<file path="config.mk">
export PLATFORM = sky130hd
export DESIGN_NAME = uart_receiver
export DESIGN_NICKNAME = d
export VERILOG_FILES = /design/src/rtl/uart_receiver.sv
export SDC_FILE = /design/constraint.sdc
export NUM_CORES = 1
export LEC_CHECK = 0
export ABC_AREA = 1
export CORE_MARGIN = 2
export CORE_UTILIZATION = 50
export DETAILED_ROUTE_END_ITERATION = 12
export GPL_ROUTABILITY_DRIVEN = 0
export PLACE_DENSITY_LB_ADDON = 0.25
export SETUP_SLACK_MARGIN = 0.15
export SYNTH_ARGS = -nofsm -noshare
export SYNTH_HDL_FRONTEND = slang
export SYNTH_SLANG_ARGS = --single-unit
</file>
<file path="constraint.sdc">
create_clock -name clk -period 1.9 [get_ports clk]
set_input_delay 0.285 -clock clk [delete_from_list [all_inputs] [get_ports clk]]
set_output_delay 0.285 -clock clk [all_outputs]
set_load 0.1 [all_outputs]
</file>
<file path="src/rtl/uart_receiver.sv">
// uart_receiver: 8N1 UART receive path with 16x oversampling and a 3-sample majority vote.
// Presents each recovered byte with a one-cycle data_valid or frame_err pulse.
module uart_receiver #(
  parameter int CLK_FREQ   = 100_000_000,
  parameter int BAUD_RATE  = 115200,
  parameter int OVERSAMPLE = 16
) (
  input  logic       clk,
  input  logic       rst_n,
  input  logic       rx,
  output logic [7:0] data,
  output logic       data_valid,
  output logic       frame_err,
  output logic       busy
);

  // state | meaning
  // IDLE  | waiting for a falling edge on the synchronized line
  // START | qualifying the start bit, false start returns to IDLE
  // DATA  | sampling 8 data bits, LSB first
  // STOP  | checking the stop bit, leaves at mid-bit for resync
  typedef enum logic [1:0] {IDLE, START, DATA, STOP} state_t;

  localparam int SAMPLE_DIV = CLK_FREQ / (BAUD_RATE * OVERSAMPLE);
  localparam int CNT_W      = (SAMPLE_DIV > 1) ? $clog2(SAMPLE_DIV) : 1;
  localparam logic [CNT_W-1:0] CNT_LAST = CNT_W'(SAMPLE_DIV - 1);

  state_t           r_state;
  logic             r_sync1;
  logic             r_sync2;
  logic             r_rx_prev;
  logic [CNT_W-1:0] r_tick_cnt;
  logic [3:0]       r_s;
  logic [2:0]       r_bit_cnt;
  logic             r_samp7;
  logic             r_samp8;
  logic [7:0]       r_shift;
  logic [7:0]       r_data;
  logic             r_data_valid;
  logic             r_frame_err;
  logic             r_busy;

  logic w_rx_s;
  logic w_tick;
  logic w_start;
  logic w_maj;
  logic w_mid;
  logic w_end;

  assign w_rx_s  = r_sync2;
  assign w_tick  = (r_tick_cnt == CNT_LAST);
  assign w_start = !w_rx_s && r_rx_prev;
  // Third vote is the live s=9 sample, so the decision lands on the s=9 tick itself.
  assign w_maj   = (r_samp7 & r_samp8) | (r_samp7 & w_rx_s) | (r_samp8 & w_rx_s);
  assign w_mid   = w_tick && (r_s == 4'd9);
  assign w_end   = w_tick && (r_s == 4'd15);

  assign data       = r_data;
  assign data_valid = r_data_valid;
  assign frame_err  = r_frame_err;
  assign busy       = r_busy;

  always_ff @(posedge clk or negedge rst_n) begin
    if (!rst_n) begin
      r_sync1 <= 1'b1;
      r_sync2 <= 1'b1;
    end else begin
      r_sync1 <= rx;
      r_sync2 <= r_sync1;
    end
  end

  always_ff @(posedge clk or negedge rst_n) begin
    if (!rst_n) begin
      r_state      <= IDLE;
      r_rx_prev    <= 1'b1;
      r_tick_cnt   <= '0;
      r_s          <= 4'd0;
      r_bit_cnt    <= 3'd0;
      r_samp7      <= 1'b0;
      r_samp8      <= 1'b0;
      r_shift      <= 8'h00;
      r_data       <= 8'h00;
      r_data_valid <= 1'b0;
      r_frame_err  <= 1'b0;
      r_busy       <= 1'b0;
    end else begin
      r_data_valid <= 1'b0;
      r_frame_err  <= 1'b0;
      r_rx_prev    <= w_rx_s;
      r_tick_cnt   <= w_tick ? '0 : r_tick_cnt + CNT_W'(1);
      if (w_tick) begin
        r_s <= r_s + 4'd1;
        if (r_s == 4'd7) r_samp7 <= w_rx_s;
        if (r_s == 4'd8) r_samp8 <= w_rx_s;
      end
      case (r_state)
        IDLE: begin
          if (w_start) begin
            r_state    <= START;
            r_tick_cnt <= '0;
            r_s        <= 4'd0;
            r_bit_cnt  <= 3'd0;
            r_busy     <= 1'b1;
          end
        end
        START: begin
          if (w_mid && w_maj) begin
            r_state <= IDLE;
            r_busy  <= 1'b0;
          end else if (w_end) begin
            r_state <= DATA;
          end
        end
        DATA: begin
          if (w_mid) r_shift <= {w_maj, r_shift[7:1]};
          if (w_end) begin
            if (r_bit_cnt == 3'd7) r_state <= STOP;
            else                   r_bit_cnt <= r_bit_cnt + 3'd1;
          end
        end
        STOP: begin
          if (w_mid) begin
            r_data       <= r_shift;
            r_data_valid <= w_maj;
            r_frame_err  <= !w_maj;
            r_state      <= IDLE;
            r_busy       <= 1'b0;
          end
        end
        default: begin
          r_state <= IDLE;
          r_busy  <= 1'b0;
        end
      endcase
    end
  end

endmodule

</file>
==> flow_results.org, run 1 <==
** Finish
- Post-layout net count :: 219
- Post-Layout Cell Count :: 256
- Proportion of layout cells with a drive suffix above 1 :: about a quarter
- 0 antenna diodes ended up in the layout.
- Area added between synthesis and finish :: 17.15%

** Worst hold path
- For hold timing, the worst endpoint is r_sync1.
- Along the worst hold path, the cell count comes to 1.
- The startpoint identified for the worst hold timing path is rx.
- The worst hold path belongs to the class input port to register.

** Detailed routing
- Initial DRC Count :: 64
- Post-DRT Antenna Nets :: 0
- Using the TritonRoute via totals, the vias-per-cell ratio works out to ~5.2.
- For this block, the routed nets add up to 3241 um of wire.
- The first detailed-routing pass took 4 iterations.
- Number of vias after detailed routing :: 1325
- Number of DRC violations after detailed routing :: 0
- Routed wire per std cell :: around 13 um

** Setup path
- Max FO, Critical Path :: 7
- The most critical setup path has its startpoint at r_tick_cnt[1].
- STA puts the critical path data required time at between 2000 and 2500 ps.
- On the worst path, the slowest cell contributes a delay of 420 ps.
- STA classifies the critical path startpoint as a register.
- Arrival time at the worst endpoint :: 1940 ps
- The critical path runs through a total of 7 cells.
- Grouping stages by cell kind, the critical path spends the most delay in simple AND/OR/NAND/NOR gates.
- Buffers & Inverters on Critical Path :: 1
- The setup check on the worst reg-to-reg path leaves a slack of between 150 and 200 ps.
- The critical path is of the register to register type.
- Slowest-stage cell, CP :: dfrtp_1
- Worst path cell trace :: inv_1 -> ha_2 -> nand3_4 -> nor2_8 -> nand2_4 -> nor2_4 -> mux2_2
- Worst-case reg-to-reg path depth :: 7
- Type of destination of the critical path :: register
- Reg-to-reg critical path endpoint :: r_shift[4]
- Reg-to-reg critical path startpoint :: r_tick_cnt[1]

** Clock network
- CTS built an H-tree with a depth of 2.
- TritonCTS built the clock tree.
- In this run, CTS created clock tree buffers numbering 5.
- Total clock sinks :: 39
- The clock reaches the later pin of the worst-skew pair after roughly 350 ps.
- Maximum clock path buffer count :: 2
- Buffer type at the clock tree root :: clkbuf_4
- After clock tree synthesis, the clock-pin slew on the worst setup and hold paths is between 100 and 150 ps.

** Pwr
- Peak supply drop :: slightly below 0.001 V
- In this run, the clock network consumes between 30 and 40% of the power.
- Dividing total power by cell area gives a power density of roughly 1100 nW/um^2.
- Combinational logic burns 21.3% of the power.
- Registers are responsible for 47.7% of the overall power.
- In this run the power spent charging and discharging nets is roughly 0.68 mW.
- Of the total power, the share spent switching nets is 30.80%.
- Total leakage power :: 1.060 nW
- Cell internal power was estimated by the tool at between 1.5 and 2 mW.

** GRT
- GRT overflow :: 0
- GRT Total Usage :: between 10% and 20%
- Global-route wire length before repair :: ~5700 um
- The initial antenna violation count came to 0.
- The via count of the first global-routing pass was approximately 1300.
- Pin count of the biggest net entering global routing :: 40

** Timing
- After layout, the worst path uses approximately nine tenths of the clock period.
- Minimum period implied by the final worst setup slack :: roughly 1700 ps
- Setup violations remaining at the end of the flow were counted as 0.
- The count of final hold-check violations is 0.
- Setup TNS :: 0 ps
- For the pin with the worst max-slew slack, the measured transition is about 470 ps.
- Final Max Slew Viols :: 0
- Static timing analysis puts the maximum clock frequency at between 500 and 600 MHz.
- Setup repair after global routing could not meet its margin everywhere.
- Max-slew headroom :: about two thirds
- On the final layout, the worst clock skew is between 15 and 20 ps.

** Floorplan
- From left edge to right edge, the die measures 63.68 um.
- Count of standard-cell rows :: 21
- 14 I/O pins were placed.
- In this run the standard cell core region covers 3390 sq um.
- The floorplan step defined a die boundary enclosing approximately 4100 sq um.
- Initial standard-cell utilization of the core :: 52.53%
- Die Y :: about 64 um

** Placed design
- IO Port Bufs :: 13
- Half-perimeter wire length after placement :: 2145 um
- Number of placed instances, taps included :: around 240

** Synthesis
- Main area contributors after synthesis :: dfrtp_1, nand2_1, ha_1, dfstp_2, inv_1
- Area share of the largest cell type after synthesis :: just over 50%
- Of the synthesized area, sequential elements account for 55.02%.
- In the synthesized netlist, the number of instances is roughly 180.
- Number of nets produced by synthesis :: between 150 and 200
- After synthesis the cells add up to between 1500 and 2000 sq um.
- Warnings, synthesis :: 0
- The largest total area in the synthesized netlist belongs to dfrtp_1.
- Number of library cell types mapped by synthesis :: 27
- Post-synthesis area per instance :: 9.729 sq um
- Synthesized flop and latch total :: 39

** Run
- Maxcap violations :: 0

** Outcome
- The run finished with clean final reports.
-- sequential cells by signal, indices dropped and copies added (netlist names), 3 cells and up, named ones only --
name        cells
r_bit_cnt       3
r_tick_cnt      6
r_shift         8
data            8
r_s             4
-- cell families (layout without fill, tap and decap cells) --
family,after synthesis,in the layout,share of synthesized area [%]
AOI/OAI and AO/OA,24,24,7.590
xor gates and xnor gates,1,1,0.4920
adders and majority gates,7,7,4.919
buffers and inverters,21,47,5.271
DFF,39,39,55.02
muxes,4,4,2.951
and+or+nand+nor,87,88,23.75
-- final cells by class --
type | instances | area, sq um
clock inverter | 2 | 60.06
clock buffer | 6 | 41.29
timing repair buffer | 20 | 152.6
multi-input combinational | 124 | 723.2
tap | 46 | 57.56
fill | 277 | 1304
inverter | 19 | 71.32
sequential | 39 | 979.7
-- cell usage after synthesis, drive strengths merged --
| cell type | number |
|---|---|
| dfstp | 3 |
| buf | 2 |
| dfrtp | 36 |
| nand2 | 52 |
| a21oi | 6 |
| or2 | 1 |
| nor2 | 17 |
| nor3 | 1 |
| and3 | 1 |
| ha | 7 |
| nor3b | 2 |
| nand3 | 9 |
| nand4 | 4 |
| inv | 19 |
| mux2 | 4 |
| o21ai | 18 |
| xnor2 | 1 |
-- cells in the final DEF (no fill, tap or decap), drive strengths merged --
cell type	instances
a21oi	6
and3	1
buf	18
bufinv	2
clkbuf	6
clkdlybuf4s50	1
dfrtp	36
dfstp	3
dlygate4sd3	1
ha	7
inv	19
mux2	4
nand2	52
nand3	9
nand4	4
nor2	18
nor3	1
nor3b	2
o21ai	18
or2	1
xnor2	1
-- power groups by stage --
stage / sequential [mW] / combinational, mW / clock [mW]
3_5_place_dp: 1.05 / 0.429 / 0
3_3_place_gp: 1.04 / 0.407 / 0
4_1_cts: 1.04 / 0.438 / 0.692
6_report: 1.04 / 0.467 / 0.680
5_1_grt: 1.06 / 0.521 / 0.733
2_1_floorplan: 1.09 / 0.275 / 0
-- layer usage --
| metal | track usage (%) | up-vias | wire (um) |
|---|---|---|---|
| met1 | 19.48 | 631 | 1402 |
| met2 | 32.11 | 40 | 1621 |
| met4 | 9.239 | 0 | 81 |
| li1 | - | 644 | - |
| met5 | 0 | - | 0 |
| met3 | 4.464 | 10 | 135 |
-- timing repair --
action                                  4_1_cts  5_1_grt
hold buffers                                  1        0
pin swaps                                     1        3
endpoints found under the setup margin        1       10
resized for setup                             0        4
cloned                                        1        0
setup buffers                                 0        4
endpoints found under the hold margin        36        0
-- worst max-delay path by stage --
stage | endpoint
after floorplan | r_shift[6]
after global placement | r_shift[5]
after detailed placement | r_shift[5]
after CTS | r_shift[4]
after global routing | r_shift[4]
final | r_shift[4]
-- stage by stage --
stage	instance area (sq um)	power, mW	setup WS [ps]	hold slack, ps	utilization [%]
floorplan	1780	1.370	321.7	-10.59	-
global placement	1928	1.444	230.9	349.5	56.88
detailed placement	1928	1.479	170.4	347.8	56.88
CTS	2046	2.166	167.0	335.2	60.35
global route	2086	2.311	111.3	351.9	61.54
finish	2086	2.191	188.0	349.2	61.54
No activity file was read; power rests on OpenSTA's default activity.
==> run 2, diff against run 1 <==
--- a/config.mk
+++ b/config.mk
@@ -6,6 +6,7 @@
 export NUM_CORES = 1
 export LEC_CHECK = 0
 export ABC_AREA = 1
+export CORE_ASPECT_RATIO = 0.75
 export CORE_MARGIN = 2
 export CORE_UTILIZATION = 50
 export DETAILED_ROUTE_END_ITERATION = 12
==> constraint.sdc (replaced) <==
create_clock -name clk -period 1.6 [get_ports clk]
set_input_delay 0.24 -clock clk [delete_from_list [all_inputs] [get_ports clk]]
set_output_delay 0.24 -clock clk [all_outputs]
set_load 0.1 [all_outputs]
==> run 2 against run 1 <==
  * Design area up 12%
  * Combinational power up 41%
  * Core utilization up 7.9 points
  * Clock skew down 14 ps
  * Clock power up 4.9%
  * Register-to-register slack worse by 140 ps
  * Final cell count down 1.2%
  * Non-clock buffer count up 4
  * Fmax up 10%
  * Sequential power up 18%
  * Largest cell class unchanged
==> flow_results.org, run 2 (same netlist as run 1, synthesis figures left out) <==
** Setup path
- For this design, the slowest cell found on the critical path is dfrtp_1.
- The highest fanout seen on the critical path was 5 (-2).
- STA classifies the critical path startpoint as a register.
- Broken down by cell family, the worst path's largest delay share belongs to simple AND/OR/NAND/NOR gates.
- Crit path largest cell delay :: 380 ps (-40 ps)
- Worst path cell trace :: inv_1 -> ha_2 -> nand3_4 -> nor2_8 -> nand2_4 -> nor2_4 -> mux2_4
- Buffers & Inverters on Critical Path :: 1 (unchanged)
- The signal arrival time at the worst endpoint was 1720 ps (-220 ps).
- The data required time at the worst endpoint came to 1770 ps (-360 ps).
- Type of destination of the critical path :: register
- The critical path is of the register to register type.

** Timing
- The post-route clock period utilization is 96.97% (+6.9 points).
- The tightest hold margin came to 358.5 ps (+9.323 ps).
- The count of final hold-check violations came to 0 (unchanged).
- Max Freq :: 644.5 MHz (+10%)
- Worst slew pin tran :: 484.4 ps (+9.421 ps)
- Max-slew headroom :: 67.71% (-0.63 points)
- Setup TNS :: 0 ps (unchanged)
- Minimum period implied by the final worst setup slack :: 1552 ps (-160.5 ps)
- The worst clock skew is 3.495 ps (-13.64 ps).
- Setup repair after global routing missed its margin :: yes
- The max-slew violation total from the final report was 0 (unchanged).
- Number of setup violations in the final report :: 0 (unchanged)

** Finish
- The library cells used most frequently in the layout, excluding fill and tap cells, are nand2_1, dfrtp_1, inv_1.
- Area added between synthesis and finish :: 30.85%
- Leading cell type in the layout, fill and taps excluded :: nand2_1
- The count of filler cells inserted in the layout is 245 (-12%).
- Post-layout net count :: 222 (+1.4%)
- Proportion of layout cells with a drive suffix above 1 :: 33.80% (+9.0 points)
- The number of diodes is 0 (unchanged).
- Final non-filler cell area :: 2330 sq um (+12%)

** Detailed routing
- Pre-antenna DRT Iters :: 4 (unchanged)
- The post-detailed-route via-to-cell ratio is 5.217 (+0.80%).
- The iteration-0 DRC count of the detailed router was 111 (+73%).
- Routed wire per std cell :: 13.37 um (+5.6%)
- The remaining routing DRC violations was 0 (unchanged).
- Number of vias after detailed routing :: 1320 (-0.38%)
- The post-route antenna net violation count is 0 (unchanged).
- Detailed Route WL :: 3382 um (+4.4%)

** Clock network
- The number of H-tree branching levels is 2 (unchanged).
- Maximum clock path buffer count :: 2 (unchanged)
- The register clock-pin slew on the reported worst setup and hold paths came to 70 ps (-40 ps).
- Total clock sinks :: 39 (unchanged)
- Worst skew pair latency :: 280 ps (-70 ps)
- In this run the clock root is driven by a clkbuf_8.
- TritonCTS clock tree :: done
- The number of buffers created by CTS was 5 (unchanged).

** GRT
- Met3 usage in global routing :: 5.435% (+0.97 points)
- The global routing stage identified its most utilized layer as met2.
- The aggregate global-route resource usage came to 18.70% (+0.74 points).
- Global-route wire length before repair :: 5865 um (+3.7%)
- The met2 usage came to 32.08% (about the same).
- The initial antenna violation count was 0 (unchanged).
- Met1 routing resource usage after global routing :: 22.89% (+3.4 points)
- The largest net degree at the start of global routing was 23 (-43%).
- Vias in the first global route :: 1359 (+2.9%)
- GRT overflow :: 0 (unchanged)

** Run
- The number of max-cap violations is 0 (unchanged).

** Floorplan
- The total I/O pin count was 14 (unchanged).
- The standard-cell row count came to 18 (-14%).
- Floorplan die area :: 4059 sq um (+0.12%)
- The height of the die was 55.68 um (-13%).
- Die X-Extent :: 72.91 um (+14%)
- Initial standard-cell utilization of the core :: 53.06% (+0.53 points)
- Core region area :: 3356 sq um (-1.0%)

** Worst hold path
- The worst hold path belongs to the class input port to register.

** Pwr
- The worst ir drop on vdd was 0.0009294 V (-5.4%).
- Total leakage power :: 1.126 nW (+6.2%)
- The total power density per cell area is 1114 nW/um^2 (+6.0%).

** Outcome
- Status :: finished, final reports clean

** Placed design
- The count of buffers inserted at the top-level ports is 13 (unchanged).
- The total half-perimeter wirelength after legalization and detailed placement was 2369 um (+10%).
- Cell area after placement :: 2101 sq um (+9.0%)
==> run 2: changes by cell type in the layout (fill, tap and decap cells not counted), sizes merged <==
cell / change
clkinvlp: +1
nor2: -1
clkbuf: +2
bufinv: -2
inv: -1
buf: +4
==> run 2: worst paths after layout <==
path                          startpoint         end  slack [ps]  depth (start not counted)
max                        r_tick_cnt[1]  r_shift[5]          50                          7
min                                   rx     r_sync1         360                          1
max reg2reg                r_tick_cnt[1]  r_shift[5]          50                          7
min reg2reg                      r_sync1     r_sync2         360                          0
max in group asynchronous          rst_n     data[0]         630                          3
min in group asynchronous          rst_n        busy         450                          2
==> run 2: per-stage QoR <==
step                std cells  worst slack, ps  utilization [%]  power [mW]
finish                    253            48.46            69.43       2.595
global route              253           -23.03            69.43       2.762
CTS                       253            32.28            67.15       2.570
detailed placement        241            9.149            62.60       1.823
global placement          241            69.23            62.60       1.787
floorplan                 183            25.39                -       1.633
==> run 2: what timing repair did <==
action                                  in CTS  in global routing
pin swaps                                    1                  3
buffers inserted                             3                  0
resized for setup                            7                 30
hold buffers                                 1                  0
hold endpoints to repair                    17                  0
endpoints found under the setup margin      24                 34
==> run 2: metal layers <==
layer / up-vias / wire [um] / part of all wire, %
met5: - / 0 / 0
met4: 0 / 14 / 0.41
met3: 2 / 114 / 3.4
met2: 25 / 1742 / 52
met1: 646 / 1510 / 45
li1: 647 / - / -
==> run 2: cell type report <==
class                           count  area, sq um  share of cell area [%]
Timing Repair Buffer               24        324.1                   13.91
Inverter                           19        80.08                   3.437
Tap cell                           40        50.05                   2.148
Clock buffer                        8        100.1                   4.296
Sequential cell                    39        979.7                   42.05
Multi-Input combinational cell    123        795.8                   34.16
==> run 2: worst register-to-register path: stages (launching register included) <==
cell and delay (ps):
dfrtp_1 380, inv_1 60, ha_2 180, nand3_4 100, nor2_8 130, nand2_4 80, nor2_4 200, mux2_4 320
==> run 2: power by group <==
| group | total, mW | internal [mW] | switching (mW) | leakage (nW) |
|---|---|---|---|---|
| registers | 1.23 | 1.11 | 0.112 | 0.516 |
| clock network | 0.713 | 0.393 | 0.320 | 0.0515 |
| logic | 0.657 | 0.262 | 0.395 | 0.558 |
